## src/rtl/cpu_types_pkg.sv

```systemverilog
// rtl/cpu_types_pkg.sv - shared CPU word types plus instruction-cache frame and state types
package cpu_types_pkg;
  localparam int WORD_W   = 32;
  localparam int BYTE_OFF = 2;

  typedef logic [WORD_W-1:0] word_t;

  localparam int ICACHE_NSETS = 16;
  localparam int ITAG_W       = WORD_W - BYTE_OFF - $clog2(ICACHE_NSETS);

  typedef struct packed {
    logic              valid;
    logic [ITAG_W-1:0] tag;
    word_t             data;
  } icache_frame_t;

  typedef enum logic {
    IDLE  = 1'b0,
    FETCH = 1'b1
  } icache_state_t;
endpackage

```

## src/rtl/sat_counter.sv

```systemverilog
// rtl/sat_counter.sv - event counter that sticks at all-ones instead of wrapping
module sat_counter #(
  parameter int WIDTH = 32
) (
  input  logic             CLK,
  input  logic             RST,
  input  logic             en,
  output logic [WIDTH-1:0] count
);
  logic [WIDTH-1:0] count_q, count_d;

  always_comb begin
    count_d = count_q;
    if (en && (count_q != '1)) count_d = count_q + WIDTH'(1);
  end

  always_ff @(posedge CLK) begin
    if (RST) count_q <= '0;
    else     count_q <= count_d;
  end

  assign count = count_q;
endmodule

```

## src/rtl/icache_direct.sv

```systemverilog
// rtl/icache_direct.sv - direct-mapped read-only instruction cache with single-word fills
module icache_direct
  import cpu_types_pkg::*;
#(
  parameter int NSETS = 16
) (
  input  logic              CLK,
  input  logic              RST,
  input  logic              imemREN,
  input  logic [WORD_W-1:0] imemaddr,
  output logic              ihit,
  output logic [WORD_W-1:0] imemload,
  output logic              iREN,
  output logic [WORD_W-1:0] iaddr,
  input  logic              iwait,
  input  logic [WORD_W-1:0] iload,
  input  logic              flush,
  output logic [WORD_W-1:0] hit_count,
  output logic [WORD_W-1:0] miss_count
);
  localparam int IDX_W = $clog2(NSETS);
  localparam int TAG_W = WORD_W - BYTE_OFF - IDX_W;

  logic [NSETS-1:0]           valid_q, valid_d;
  logic [TAG_W-1:0]           tag_mem  [NSETS];
  word_t                      data_mem [NSETS];
  icache_state_t              state_q, state_d;
  logic [WORD_W-BYTE_OFF-1:0] miss_addr_q, miss_addr_d;

  logic [IDX_W-1:0] req_idx, fill_idx;
  logic [TAG_W-1:0] req_tag, fill_tag;
  logic             lookup_hit, lookup_miss, fill_en;
  logic             unused_off;

  assign req_idx  = imemaddr[IDX_W+BYTE_OFF-1:BYTE_OFF];
  assign req_tag  = imemaddr[WORD_W-1:IDX_W+BYTE_OFF];
  assign fill_idx = miss_addr_q[IDX_W-1:0];
  assign fill_tag = miss_addr_q[WORD_W-BYTE_OFF-1:IDX_W];
  assign unused_off = ^imemaddr[BYTE_OFF-1:0];

  // Lookup sees the valid bits from before any same-cycle flush.
  assign lookup_hit  = (state_q == IDLE) && imemREN && valid_q[req_idx]
                       && (tag_mem[req_idx] == req_tag);
  assign lookup_miss = (state_q == IDLE) && imemREN && !lookup_hit;

  always_comb begin
    state_d     = state_q;
    miss_addr_d = miss_addr_q;
    valid_d     = valid_q;
    fill_en     = 1'b0;
    case (state_q)
      IDLE: begin
        if (lookup_miss) begin
          state_d     = FETCH;
          miss_addr_d = imemaddr[WORD_W-1:BYTE_OFF];
        end
      end
      FETCH: begin
        if (flush) begin
          state_d = IDLE;
        end else if (!iwait) begin
          fill_en           = 1'b1;
          valid_d[fill_idx] = 1'b1;
          state_d           = IDLE;
        end
      end
      default: state_d = IDLE;
    endcase
    if (flush) valid_d = '0;
  end

  always_ff @(posedge CLK) begin
    if (RST) begin
      state_q     <= IDLE;
      valid_q     <= '0;
      miss_addr_q <= '0;
    end else begin
      state_q     <= state_d;
      valid_q     <= valid_d;
      miss_addr_q <= miss_addr_d;
    end
  end

  always_ff @(posedge CLK) begin
    if (fill_en && !RST) begin
      tag_mem[fill_idx]  <= fill_tag;
      data_mem[fill_idx] <= iload;
    end
  end

  assign ihit     = lookup_hit;
  assign imemload = lookup_hit ? data_mem[req_idx] : '0;
  assign iREN     = (state_q == FETCH);
  assign iaddr    = iREN ? {miss_addr_q, {BYTE_OFF{1'b0}}} : '0;

  sat_counter #(.WIDTH(WORD_W)) u_hit_cnt (
    .CLK   (CLK),
    .RST   (RST),
    .en    (lookup_hit),
    .count (hit_count)
  );

  sat_counter #(.WIDTH(WORD_W)) u_miss_cnt (
    .CLK   (CLK),
    .RST   (RST),
    .en    (lookup_miss),
    .count (miss_count)
  );
endmodule
```

## config.mk

```make
export PLATFORM = sky130hd
export DESIGN_NAME = icache_direct
export DESIGN_NICKNAME = d
export VERILOG_FILES = /design/src/rtl/cpu_types_pkg.sv /design/src/rtl/sat_counter.sv /design/src/rtl/icache_direct.sv
export SDC_FILE = /design/constraint.sdc
export NUM_CORES = 1
export LEC_CHECK = 0
export CAP_MARGIN = 20
export CORE_ASPECT_RATIO = 1.2
export CORE_MARGIN = 2
export CORE_UTILIZATION = 40
export DETAILED_ROUTE_END_ITERATION = 10
export GPL_TIMING_DRIVEN = 1
export HOLD_SLACK_MARGIN = 0.1
export PLACE_DENSITY = 0.59
export REMOVE_ABC_BUFFERS = 1
export SYNTH_ARGS = -nofsm -noshare
export SYNTH_HDL_FRONTEND = slang
export SYNTH_SLANG_ARGS = --single-unit
```

## constraint.sdc

```tcl
create_clock -name CLK -period 8.2 [get_ports CLK]
set_input_delay 1.64 -clock CLK [delete_from_list [all_inputs] [get_ports CLK]]
set_output_delay 1.64 -clock CLK [all_outputs]
set_load 0.005 [all_outputs]
```

* Word level (Yosys, flattened, before mapping)
Memory sizes are Yosys's and may differ from the RTL's.
Index checks and enable logic that the tools add are counted.
Widths: inputs -> output; s select.
** Storage, ports and cells
- Input port bits :: 69
- Flip-flop bits (word level) :: 111
- Bits in latches :: 0
- Memory bits (writable) :: 928
- Memories :: 2
- Bits in read-only memories :: 0
- Word-level logic and storage cells :: 46
** Memories
- data_mem :: words 16, bits a word 32, read ports 1, clocked after memory_dff 0, wr ports 1, line icache_direct.sv:26 : word_t data_mem [NSETS];
- tag_mem :: words 16, bits a word 26, read ports 1, clocked after memory_dff 0, wr ports 1, line icache_direct.sv:25 : logic [TAG_W-1:0] tag_mem [NSETS];
** Cells by class
- Shift-type cells :: 0
- Divide/modulo/power cells :: 0
- Order comparisons :: 3
- Equality and inequality tests :: 3
- Multiplexer cells :: 15
- Reductions and logical operators :: 13
- Bitwise logic cells :: 3
- Multiply operators :: 0
- $add $sub $neg :: 2
** Operators with widths (number)
- $add 32x1->32 const B :: 2
- $mux 32 :: 2
- $ne 32x32->1 const B :: 2
- $eq 26x26->1 :: 1
- $or 16x16->16 :: 1
- $lt 4x5->1 const B :: 2
- $mux 1 :: 10
- $logic_and 1x1->1 :: 8
- $bmux 1 s4 :: 1
- $demux 1 s4 :: 1
- $ge 4x1->1 const B :: 1
- $reduce_and 2->1 :: 2
- $logic_not 1->1 :: 2
- $not 1->1 :: 2
- $pmux 1 s2 :: 1
- $reduce_or 2->1 :: 1

* Depth between registers and ports, before layout
- Word-level depth :: 8
- Mapped depth :: 16

* By module
From an unflattened synthesis, not the netlist that was laid out.
** Unflattened totals
- Cell total of the unflattened synthesis :: 2083
- Area, all modules :: 41199.5 µm²
** By module, submodules not included
- icache_direct :: area each 37851.3 µm², cells an instance 1685, sequential area each 28807.6 µm², instances 1
- sat_counter :: area each 1674.1 µm², cells an instance 199, sequential area each 640.6 µm², instances 2

* Least setup slack after synthesis
OpenSTA, ideal clock, no wires.
- Kind :: input to register
- Start point :: in RST
- End point :: mem data_mem[0][0] in the netlist's numbering (enable)
- Data required time :: 7.652 ns
- Arrival time :: 6.494 ns
- Setup time :: 0.548 ns
- Stages on the path :: 5
- Setup slack :: 1.158 ns
- Cell sequence :: clkbuf_1 -> nor4b_1 -> nor2b_1 -> nand2b_1 -> nor3_1
** On the way
- Longest elaborated chain between the ends :: 4
** RTL lines
- start: declaration :: line icache_direct.sv:8 : input logic RST,
- $logic_not 1->1 :: line icache_direct.sv:85 : if (fill_en && !RST) begin
- $logic_and 1x1->1 :: line icache_direct.sv:85
- $mux 1 :: line icache_direct.sv:85
- $mux 1 (not written as such) :: line icache_direct.sv:87 : data_mem[fill_idx] <= iload;
- end: declaration :: line icache_direct.sv:26
No other way between the ends.

* Worst setup path after layout
- Start point :: in imemaddr[4]
- End point :: out imemload[0]
** On the way
- Longest elaborated chain between the ends :: 5
** RTL lines
- start: declaration :: line icache_direct.sv:10 : input logic [WORD_W-1:0] imemaddr,
- parallel branches: the longest is 4 deep, another holds $mem_v2 16x26
- $mux 32 * :: line icache_direct.sv:92 : assign imemload = lookup_hit ? data_mem[req_idx] : '0;
- end: declaration :: line icache_direct.sv:12 : output logic [WORD_W-1:0] imemload,
Mark *: on every way between the ends. The select of a mux whose other input is x is not followed.

==> impl_metrics.toml <==
[timing]
fin_crit_sh_pct = 88.9
tightest_slew_ns = 1.10
drv_slew = 0
fin_crit_ns = 7.29
fin_setup_tns_ns = 0
rsz0062_at_grt = "false"
layout_setup_ws_ns = 0.911
hold_violations = 0
holdWs_ns = 0.450
fmax_mhz = 137
worst_clock_skew_ns = 0.0444
slew_headroom_pct = 26.5
finalSetupViolations = 0

[yosys]
ys_seq_area_share_pct = 72.9
ys_dominant_reg_cell = "edfxtp_1"
syn-mean-instance-area_um2 = 19.3
synth.distinct_cells = 67
synth_warnings = 0
syn_inst = 2135
synthArstFlopShare_pct = 0
synth_area_um2 = 41300
synth-seq-cells = 1039
synth_edf_count = 928

[floorplanning]
ios = 199
core.rowCount = 129
die_w_um = 297
dieHeight_um = 356
start_util_pct = 40.2
coreArea_um2 = 103000
die-area_um2 = 106000

[cts]
post_cts_buffers = 0
cts_resized = 0
cts-root-buf = "clkbuf_16"
htreeDepth = 3
cts_sinks = 1039
cts_made_buffers = 103
clk_latency_ns = 0.69
path_clk_slew_ns = 0.06
clockBufferDepth = 3
cts_tree = "yes"
holdBufCountCts = 0

[critical_path]
worstPathRequired_ns = 6.56
worstPathArrival_ns = 5.65
path_buf_inv = 4
critPathTopFamily = "buffers and inverters"
end_kind = "output pin"
slowest_stage = "buf_6"
critPathLaunchType = "input port"
worstPathCellList = "buf_6 -> buf_4 -> mux4_2 -> mux4_2 -> xnor2_1 -> nand4b_1 -> nor4_4 -> buf_4 -> and3_1 -> clkdlybuf4s50_1"
worstPathMaxFanout = 60
max_stage_delay_ns = 0.56
crit_type = "in -> out"

[final_layout]
final_cell_area_um2 = 48500
post-route-util_pct = 47.3
layout_commonest_cell = "edfxtp_1"
fillers = 8585
layout.nets = 2448
syn2layout_area_growth_pct = 17.6
final-instance-count-excl-fill = 3833
final_layout_size_suffix_gt1_share_pct = 21.4
diodes = 0
final_cell_mix = "928 x edfxtp_1, 262 x mux4_2, 189 x clkdlybuf4s50_1"

[placed_design]
placedInstanceArea_um2 = 45100
dp_cells = 3647
dp_hpwl_um = 57000
gp_congestion = 0.842
io_buffers = 194
pre_cts_ws_ns = 0.946

[drt]
avgViaCountPerCell = 5.61
postRouteAntennaNets = 0
drt_wl_total_um = 101000
drt_iter0_drc = 1795
vias = 21500
wl_per_cell_um = 26.4
post-route-drc-count = 0
drt_pass1_iterations = 5

[grt]
grt_pass1_wl_um = 149000
grt_pass1_vias = 22200
grt_usage_pct = 19.1
grt.busiest_layer = "met2"
antenna_found_initial = 8
grt_max_degree = 115
grt.met2_usage_pct = 32.6
overflow = 0
met3_usage_pct = 3.51
grt.met1_usage_pct = 25.2

[pwr]
sw_frac_of_total_pct = 20.9
internal_power_mw = 8.73
power_switching_mw = 2.31
pwr-share-clk_pct = 42.8
p_leak_nw = 15.9
power.total_mw = 11.0
comb_power_share_pct = 4.4
power-per-cell-area_nw_per_um2 = 227
seq_power_share_pct = 52.8
peakVddDrop_v = 0.000176

[run_status]
status = "finished, final reports clean"

[job]
maxCapViolations = 0

[worst_hold_path]
min_path_type = "reg -> reg"
[cell usage after synthesis (all sizes together) (8+ instances only)]
cell type / number / share of area (%)
o21ai: 10 / 0.12
nor2b: 30 / 0.45
inv: 20 / 0.18
a21oi: 42 / 0.51
and2: 41 / 0.62
a31o: 9 / 0.19
and3: 57 / 0.86
edfxtp: 928 / 68
mux2: 27 / 0.74
buf: 58 / 0.82
and4: 9 / 0.19
clkbuf: 57 / 0.52
mux4: 262 / 14
nor3: 15 / 0.18
a22oi: 12 / 0.22
or4: 19 / 0.35
o31ai: 18 / 0.33
nor4: 8 / 0.21
nand2: 48 / 0.44
a21o: 17 / 0.31
nand3: 36 / 0.45
nor2: 98 / 0.89
dfxtp: 111 / 5.4
mux2i: 77 / 1.9
xnor2: 24 / 0.51
nand4: 25 / 0.38
[power by group through the flow]
stage | Clock [mW] | Combinational, mW | Sequential (mW)
floorplan | 0 | 0.241 | 5.92
global placement | 0 | 0.493 | 5.93
detailed placement | 0 | 0.498 | 5.93
CTS | 4.83 | 0.500 | 5.82
global route | 5.04 | 0.528 | 5.82
finish | 4.72 | 0.490 | 5.82
[worst reg2reg max path: cells and delay by family (launching register included)]
kind	cells	cell delay, ns
compound gates	1	0.15
simple gates	5	2.21
xor+xnor	1	0.48
mux	2	0.96
flops	1	0.37
[cell type report]
type | instances | area (µm²) | share of cell area [%]
multi-input cells | 962 | 10700 | 22.0
well taps | 1375 | 1720 | 3.54
repair buffers | 251 | 2560 | 5.27
inverters | 20 | 76.3 | 0.157
clock buffers | 139 | 2760 | 5.69
clock inverters | 47 | 632 | 1.30
flip-flops and latches | 1039 | 30100 | 62.0
[logic make-up (layout without fill, tap and decap cells)]
logic type / Yosys count / count (layout) / share of synthesized area [%]
flops: 1039 / 1039 / 72.9
other cells: 1 / 2 / 0.00908
xor+xnor: 30 / 30 / 0.636
buf+inv: 135 / 457 / 1.52
mux: 366 / 366 / 16.9
fa+ha+maj: 2 / 2 / 0.0606
compound gates: 145 / 145 / 2.42
simple gates: 417 / 417 / 5.57
[path summary, 6_finish.rpt]
path / from / endpoint / slack, ns / depth (start not counted)
max: imemaddr[4] / imemload[0] / 0.91 / 10
min: valid_q[8] / valid_q[8] / 0.45 / 1
min reg2reg: valid_q[8] / valid_q[8] / 0.45 / 1
max reg2reg: tag_mem[4][11] / u_hit_cnt.count[20] / 3.93 / 9
[layer usage]
metal,up-vias,part of all wire [%]
met4,14,2.0
met1,11400,41
met5,-,0.083
met2,703,51
li1,9216,-
met3,124,6.0
[registers in the layout, indices dropped and copies added (netlist names)]
register and cells:
data_mem 512, tag_mem 416, u_hit_cnt.count 32, u_miss_cnt.count 32, miss_addr_q 30, valid_q 16, iREN 1
Power figures use the tool's default switching activity.
